===== config.mk =====
export PLATFORM = sky130hd
export DESIGN_NAME = uart_tx_queue
export DESIGN_NICKNAME = d
export VERILOG_FILES = /design/src/rtl/uart_tx_queue.sv
export SDC_FILE = /design/constraint.sdc
export NUM_CORES = 1
export LEC_CHECK = 0
export BUFFER_PORTS_ARGS = -buffer_cell sky130_fd_sc_hd__clkbuf_2
export CAP_MARGIN = 25
export CORE_ASPECT_RATIO = 0.6
export CORE_MARGIN = 10
export CORE_UTILIZATION = 55
export DETAILED_ROUTE_END_ITERATION = 16
export PLACE_DENSITY = 0.76
export SLEW_MARGIN = 15
export SYNTH_ARGS = -nofsm -noshare
export SYNTH_HDL_FRONTEND = slang
export SYNTH_SLANG_ARGS = --single-unit

===== constraint.sdc =====
create_clock -name clk -period 3.66 [get_ports clk]
set_input_delay 0.732 -clock clk [delete_from_list [all_inputs] [get_ports clk]]
set_output_delay 0.732 -clock clk [all_outputs]
set_load 0.01 [all_outputs]

===== src/rtl/uart_tx_queue.sv =====
// ----------------------------------------------------------------------------
// uart_tx_queue
//
// Byte FIFO plus send sequencer that sits directly in front of a UART
// transmitter. A host-side writer pushes bytes in bursts. The sequencer hands
// them to the transmitter one frame at a time, driving its data-valid/byte
// inputs and pacing itself on the transmitter's active/done status.
//
// Parameters
//   DEPTH   FIFO entries (power of two, >= 2)
//   ADDR_W  log2(DEPTH), pointer width
//
// Ports
//   clk           system clock, all logic on the rising edge
//   rst           synchronous, active-high reset
//   i_Wr_En       write strobe; byte captured when high and o_Full is low
//   i_Wr_Byte     byte to enqueue
//   o_Full        queue holds DEPTH bytes
//   o_Empty       queue holds no bytes
//   o_Count       bytes queued (0..DEPTH), excluding the byte in flight
//   o_Overflow    one-cycle pulse after a write was refused because full
//   o_DV          to transmitter data-valid; one-cycle pulse per byte
//   o_Byte        to transmitter data; held from one o_DV to the next
//   i_Sig_Active  from transmitter; a frame is on the wire
//   i_Sig_Done    from transmitter; one-cycle pulse at end of stop bit
//   o_Busy        sequencer is not idle
// ----------------------------------------------------------------------------
module uart_tx_queue #(
    parameter int unsigned DEPTH  = 16,
    parameter int unsigned ADDR_W = 4
) (
    input  logic              clk,
    input  logic              rst,
    // Host-side write port
    input  logic              i_Wr_En,
    input  logic [7:0]        i_Wr_Byte,
    output logic              o_Full,
    output logic              o_Empty,
    output logic [ADDR_W:0]   o_Count,
    output logic              o_Overflow,
    // Transmitter-side interface
    output logic              o_DV,
    output logic [7:0]        o_Byte,
    input  logic              i_Sig_Active,
    input  logic              i_Sig_Done,
    output logic              o_Busy
);

    localparam logic [ADDR_W:0]   FullCount = (ADDR_W + 1)'(DEPTH);
    localparam logic [ADDR_W-1:0] PtrOne    = ADDR_W'(1);
    localparam logic [ADDR_W:0]   CountOne  = (ADDR_W + 1)'(1);

    typedef enum logic [1:0] {
        StIdle     = 2'd0,
        StWaitDone = 2'd1,
        StGap      = 2'd2
    } state_e;

    // ------------------------------------------------------------------
    // Storage and bookkeeping registers
    // ------------------------------------------------------------------
    logic [7:0]        mem_q [DEPTH];
    logic [ADDR_W-1:0] wr_ptr_q, wr_ptr_d;
    logic [ADDR_W-1:0] rd_ptr_q, rd_ptr_d;
    logic [ADDR_W:0]   count_q,  count_d;
    logic              overflow_q, overflow_d;
    logic              dv_q,  dv_d;
    logic [7:0]        byte_q, byte_d;
    state_e            state_q, state_d;

    logic full;
    logic empty;
    logic wr_accept;
    logic launch;
    logic pop;

    // Count register is the only source of full/empty. A write is refused
    // whenever full, even if a pop frees a slot on the same edge.
    assign full      = (count_q == FullCount);
    assign empty     = (count_q == '0);
    assign wr_accept = i_Wr_En && !full;

    // Start a frame only when idle, something is queued and the line is quiet.
    // The active check keeps us off a frame that predates our own reset.
    assign launch = (state_q == StIdle) && !empty && !i_Sig_Active;

    // ------------------------------------------------------------------
    // FSM: state register
    // ------------------------------------------------------------------
    always_ff @(posedge clk) begin
        if (rst) begin
            state_q <= StIdle;
        end else begin
            state_q <= state_d;
        end
    end

    // ------------------------------------------------------------------
    // FSM: next-state logic
    // ------------------------------------------------------------------
    always_comb begin
        state_d = state_q;
        unique case (state_q)
            StIdle: begin
                // i_Sig_Done is deliberately ignored here.
                if (launch) begin
                    state_d = StWaitDone;
                end
            end
            StWaitDone: begin
                if (i_Sig_Done) begin
                    state_d = StGap;
                end
            end
            StGap: begin
                // One spare cycle while the transmitter runs its cleanup.
                state_d = StIdle;
            end
            default: begin
                state_d = StIdle;
            end
        endcase
    end

    // ------------------------------------------------------------------
    // FSM: output logic (next values of the registered outputs)
    // ------------------------------------------------------------------
    always_comb begin
        pop    = 1'b0;
        dv_d   = 1'b0;
        byte_d = byte_q;
        unique case (state_q)
            StIdle: begin
                if (launch) begin
                    pop    = 1'b1;
                    dv_d   = 1'b1;
                    byte_d = mem_q[rd_ptr_q];
                end
            end
            StWaitDone: begin
                // dv_d stays low, so o_DV is high for exactly one cycle.
            end
            StGap: begin
            end
            default: begin
            end
        endcase
    end

    // ------------------------------------------------------------------
    // FIFO pointer / count next-state
    // ------------------------------------------------------------------
    always_comb begin
        wr_ptr_d   = wr_ptr_q;
        rd_ptr_d   = rd_ptr_q;
        count_d    = count_q;
        overflow_d = i_Wr_En && full;

        // Pointers are exactly ADDR_W bits, so DEPTH-1 wraps to 0 on its own.
        if (wr_accept) begin
            wr_ptr_d = wr_ptr_q + PtrOne;
        end
        if (pop) begin
            rd_ptr_d = rd_ptr_q + PtrOne;
        end

        unique case ({wr_accept, pop})
            2'b10:   count_d = count_q + CountOne;
            2'b01:   count_d = count_q - CountOne;
            default: count_d = count_q;
        endcase
    end

    // ------------------------------------------------------------------
    // Control registers
    // ------------------------------------------------------------------
    always_ff @(posedge clk) begin
        if (rst) begin
            wr_ptr_q   <= '0;
            rd_ptr_q   <= '0;
            count_q    <= '0;
            overflow_q <= 1'b0;
            dv_q       <= 1'b0;
            byte_q     <= 8'h00;
        end else begin
            wr_ptr_q   <= wr_ptr_d;
            rd_ptr_q   <= rd_ptr_d;
            count_q    <= count_d;
            overflow_q <= overflow_d;
            dv_q       <= dv_d;
            byte_q     <= byte_d;
        end
    end

    // ------------------------------------------------------------------
    // Byte storage. Not reset: only slots written since reset are ever
    // read, because count gates every pop. No read-during-write bypass;
    // a pop can only happen when count is non-zero, so it never targets
    // the slot being written on the same edge.
    // ------------------------------------------------------------------
    always_ff @(posedge clk) begin
        if (wr_accept && !rst) begin
            mem_q[wr_ptr_q] <= i_Wr_Byte;
        end
    end

    // ------------------------------------------------------------------
    // Outputs
    // ------------------------------------------------------------------
    assign o_Full     = full;
    assign o_Empty    = empty;
    assign o_Count    = count_q;
    assign o_Overflow = overflow_q;
    assign o_DV       = dv_q;
    assign o_Byte     = byte_q;
    assign o_Busy     = (state_q != StIdle);

endmodule


After elaboration in Yosys (flattened, before gate mapping)
Memory sizes are Yosys's and may differ from the RTL's. A register that Yosys moved wholly into a read port is not among the register bits.
Index checks and enable logic that the tools add are counted.
- bits in registers: 17
- bits in writable memories: 128
- input bits: 13
- output and inout bits: 18
- logic and storage cells: 40
- memories: 1
- $add $sub $neg: 4
- equality and inequality tests: 6
- mux-type cells: 8
- reductions and logical operators: 15
- memory list (name ; depth ; bits a word ; rd ports ; clocked after Yosys merged registers in ; write ports ; line ; source):
    mem_q ; 16 ; 8 ; 1 ; 1 ; 1 ; 62 ; logic [7:0] mem_q [DEPTH];
- operators with widths (operator ; number):
    $pmux W5 S2 ; 1
    $add A4 B1 Y4 const B ; 2
    $add A5 B1 Y5 const B ; 1
    $eq A5 B5 Y1 const B ; 1
    $logic_and A1 B1 Y1 ; 5
    $logic_not A5 Y1 ; 1
    $sub A5 B1 Y5 const B ; 1
    $eq A2 B1 Y1 const B ; 2
    $logic_not A1 Y1 ; 4
    $mux W1 ; 4
    $mux W2 ; 2
    $ne A2 B2 Y1 const B ; 2
    $pmux W2 S2 ; 1
    $reduce_and A2 Y1 ; 2
    $reduce_bool A2 Y1 ; 2
    $eq A2 B2 Y1 const B ; 1
    $logic_not A2 Y1 ; 1

Depth between registers and ports, before layout
- depth after elaboration: 8
- gate-level depth with buffers: 10
- mapped depth without buffers: 9

Worst setup path before layout
No wires, ideal clock.
- path kind: in2reg
- start point: input port i_Sig_Active
- end point: register count_q[4], in the netlist o_Count[4]
- setup time: 0.121 ns
- arrival: 2.893 ns
- required time: 3.539 ns
- path slack: 0.646 ns
- stages on the path: 9
- path buffers: 1
- cells stage by stage: nor3_1 > a21boi_1 > clkbuf_1 > ha_1 > ha_1 > a21o_1 > a21oi_1 > mux2i_1 > mux2_2
- word-level cells in the longest chain between the ends: 6
- elaborated cells on any way between the ends: 8
- classes of those cells: eq/ne (2); mux (3); reduce/logical (3)
- ends and longest elaborated chain (what ; line ; source):
    start, declared ; 44 ; input logic i_Sig_Active,
    $logic_not A1 Y1 * ; 85 ; assign launch = (state_q == StIdle) && !empty && !i_Sig_Active;
    $logic_and A1 B1 Y1 * ; 85 ;
    $mux W1 * ; 134 ; if (launch) begin
    $mux W1 * ; n/a ;
    $eq A2 B1 Y1 / $eq A2 B2 Y1 (equally long branches) ; 167 ; unique case ({wr_accept, pop})
    $pmux W5 S2 / $reduce_bool A2 Y1 (equally long branches) ; n/a ;
    end signal, assigned ; 188 ; count_q <= count_d;
    end, declared ; 65 ; logic [ADDR_W:0] count_q, count_d;
Mark *: on every way between the ends. The rest lies on a longest branch, timed or not.
A chain may end at the register's enable or synchronous reset.

Final worst setup path
- start point: register count_q[0], in the netlist o_Count[0]
- end point: register count_q[4], in the netlist o_Count[4]
- word-level cells in the longest chain between the ends: 8
- elaborated cells on any way between the ends: 15
- classes of those cells: add/sub (2); eq/ne (3); mux (3); reduce/logical (7)
- ends and longest elaborated chain (what ; line ; source):
    $logic_not A5 Y1 ; 80 ; assign empty = (count_q == '0);
    $logic_not A1 Y1 ; 85 ;
    $logic_and A1 B1 Y1 (2 in series) ; 85 ;
    $mux W1 ; 134 ;
    $mux W1 ; n/a ;
    $eq A2 B1 Y1 / $eq A2 B2 Y1 (equally long branches) ; 167 ;
    $pmux W5 S2 / $reduce_bool A2 Y1 (equally long branches) ; n/a ;
Parallel ways exist; a longest one is shown, timed or not.

==> results.yml <==
final_layout:
  layout.filler_cells: 747
  post_route_cells_drive_above_1_share_pct: 17.8
  nNetsFinal: 447
  post-route-util_pct: 65.3
  multi_input_comb_area_um2: 1670
  diodes: 0
  ff_latch_area_um2: 4350
  finalInstanceArea_um2: 7020
  flow.area_growth_from_synthesis_pct: 14.2
global_routing:
  global_route.usage.total_pct: 16.8
  grt_antenna_before_repair: 0
  gr-total-overflow: 0
  first_global_vias: 3322
  grt_pass1_wl_um: 19600
  grt_start_max_net_pins: 28
sta:
  highest_clock_rate_mhz: 352
  holdWs_ps: 492
  finalWorstSetupSlack_ps: 817
  final_max_slew_viol_count: 0
  final.period_utilization_pct: 77.7
  skew_ps: 6.39
  tns_ps: 0
  timing.max_slew.rel_slack_pct: 44.2
  setup_viol: 0
  worst_slew_pin_slew_ps: 816
  period_minus_slack_ps: 2840
  rsz0062_at_grt: "false"
  hold_viol_final: 0
place:
  globalplace.congestion: 0.840
  placement.io_buffers: 30
  dp_area_um2: 6480
  place.detailed.hpwl_um: 8590
  dp_worst_setup_slack_ps: 577
yosys:
  ffs_w_async_s_r_synth_pct: 0
  synth_top_area_share_pct: 62.5
  ys.warnings.count: 0
  netlist_top_cells_count: "sky130_fd_sc_hd__edfxtp_1, sky130_fd_sc_hd__mux2i_1, sky130_fd_sc_hd__nor2_1"
  yosys.cell_count.top_type: "sky130_fd_sc_hd__edfxtp_1"
  synthesis_stage_register_bit_count: 153
  synth_compound_gate_area_share_pct: 5.80
  syn_area_per_cell_um2: 16.1
  synth.cell_area_um2: 6150
  synthXorXnorAreaFrac_pct: 1.28
  synthAdderAreaFrac_pct: 2.16
  muxShareOfSynthArea_pct: 12.2
  post_synth_inst_count: 382
  synth_simple_gate_area_share_pct: 5.66
  synth_ff_type: "sky130_fd_sc_hd__edfxtp_1"
  yosysSeqAreaShare_pct: 70.7
  mappedNetlistNets: 405
  yosys-top-cells-area: "sky130_fd_sc_hd__edfxtp_1, sky130_fd_sc_hd__dfxtp_1, sky130_fd_sc_hd__mux2i_1"
  synth_largest_area_cell: "sky130_fd_sc_hd__edfxtp_1"
  synth_top_family_by_area: "multiplexers"
  number_of_unique_standard_cell_types_used_by_synthesis: 43
  synth-edff-count: 128
worst_setup_path:
  critPathMaxFanout: 6
  cp-endpoint: "o_Count[4]$_SDFFE_PP0P_"
  critical_path.cell_chain: "nor4_2, a21boi_1, ha_1, fa_1, a21o_1, a21oi_1, mux2i_1, mux2_2"
  timing.critical_path.from_type: "flop"
  cp-startpoint: "o_Count[0]$_SDFFE_PP0P_"
  reg2reg_setup_slack_ps: 820
  worst_r2r_path_depth: 8
  end_of_the_worst_register_to_register_path: "o_Count[4]$_SDFFE_PP0P_"
  path_type_of_the_worst_setup_path: "flop to flop"
  endpoint_required_time_on_the_critical_path_ps: 3960
  crit_path_max_delay_cell_type: "sky130_fd_sc_hd__nor4_2"
  r2r-start: "o_Count[0]$_SDFFE_PP0P_"
  critical-path-max-stage-delay_ps: 500
  critical_path.endpoint_type: "flop"
  arrival_ps: 3150
detailed_routing:
  vias_per_cell: 5.98
  detail-route-antenna-nets: 0
  drt-wirelength-per-cell_um: 22.4
  vias: 3444
  route.detailed.drc: 0
  initialDrtViolationCount: 380
  detail_route.wirelength_um: 12900
  drtPass1Iterations: 5
clock_tree:
  post_cts_buffers: 0
  cts_tree: "yes"
  ctsResizeCount: 0
  cts_hold_buf: 0
  cts_made_buffers: 17
  htreeDepth: 4
  clock_latency_ps: 410
  path_clk_slew_ps: 60
  numClockSinks: 153
  max-clock-path-buffers: 2
  cts-root-buf: "sky130_fd_sc_hd__clkbuf_16"
hold_path:
  worst_hold_startpoint: "state_q[1]$_SDFFE_PP0P_"
  worst_hold_path.num_cells: 1
  hp-class: "flop to flop"
floorplan:
  dieWidth_um: 156
  core_area_um2: 10700
  fp.dieH_um: 102
  num_io_pins: 31
  floorplan.initialDensity_pct: 57.2
  floorplan.rows: 29
  die-area_um2: 15900
pwr:
  total_leakage_power_nw: 2.35
  power_per_cell_area_nw_per_um2: 646
  peakVddDrop_mv: 0.351
status:
  status: "completed"
run:
  cap_violations: 0
-- cell type report --
cell class / count / share of cell area [%]
inverter: 6 / 0.321
clock buffer: 23 / 6.53
clock inverter: 9 / 1.09
timing repair buffer: 45 / 3.92
tap: 139 / 2.48
multi-input combinational: 201 / 23.7
sequential: 153 / 61.9
-- how the worst min path moves through the flow --
| stage | endpoint | slack (ps) |
|---|---|---|
| global placement | state_q[1]$_SDFFE_PP0P_ | 450 |
| detailed placement | state_q[1]$_SDFFE_PP0P_ | 470 |
| finish | state_q[1]$_SDFFE_PP0P_ | 490 |
| CTS | state_q[1]$_SDFFE_PP0P_ | 480 |
| floorplan | state_q[1]$_SDFFE_PP0P_ | 440 |
| global route | state_q[1]$_SDFFE_PP0P_ | 510 |
-- logic make-up after synthesis --
group | after synthesis
buffers and inverters | 28
AND/OR/NAND/NOR | 72
XOR/XNOR | 9
AO/OA/AOI/OAI | 51
multiplexers | 59
adder cells (fa/ha/maj) | 10
flip-flops | 153
-- routing by layer --
layer  track usage [%]  wire, µm  vias to the layer above
met3              4.53      1050                       21
met2              23.4      5670                      132
li1                  -         -                     1579
met5                 0         0                        -
met4              6.86       206                        0
met1              24.4      5970                     1712
-- where the power goes --
part / leakage (nW) / switching (mW) / internal, mW / total [mW]
combinational: 0.736 / 0.483 / 0.353 / 0.836
sequential: 1.36 / 0.116 / 2.00 / 2.11
clock: 0.254 / 0.640 / 0.945 / 1.58
total: 2.35 / 1.24 / 3.29 / 4.53
-- critical path: cells and delay by family (launching register included) --
family	cells	cell delay, ps
flops	1	370
simple gates	1	500
compound gates	3	550
fa+ha+maj	2	760
mux	2	550
-- metrics by stage --
| step | power [mW] | instances |
|---|---|---|
| floorplan | 2.70 | 382 |
| global placement | 2.96 | 544 |
| detailed placement | 2.99 | 544 |
| CTS | 4.56 | 576 |
| global route | 4.72 | 576 |
| finish | 4.53 | 576 |
-- registers in the layout (all words and copies together), names as in the netlist --
signal / cells
mem_q: 128
o_DV: 1
rd_ptr_q: 4
state_q: 2
o_Byte: 8
o_Overflow: 1
o_Count: 5
wr_ptr_q: 4
-- placed cells by master (no fill, tap or decap), types with 8 or more instances in the layout --
cell type,Yosys,final
sky130_fd_sc_hd__mux2i_1,48,48
sky130_fd_sc_hd__dfxtp_1,25,24
sky130_fd_sc_hd__mux4_1,9,9
sky130_fd_sc_hd__clkbuf_16,0,17
sky130_fd_sc_hd__a211oi_1,8,8
sky130_fd_sc_hd__nor2_1,40,40
sky130_fd_sc_hd__buf_4,0,14
sky130_fd_sc_hd__edfxtp_1,128,128
sky130_fd_sc_hd__clkbuf_2,0,30
sky130_fd_sc_hd__ha_1,9,9
sky130_fd_sc_hd__o22ai_1,22,22
(Power assumes the default switching activity.)
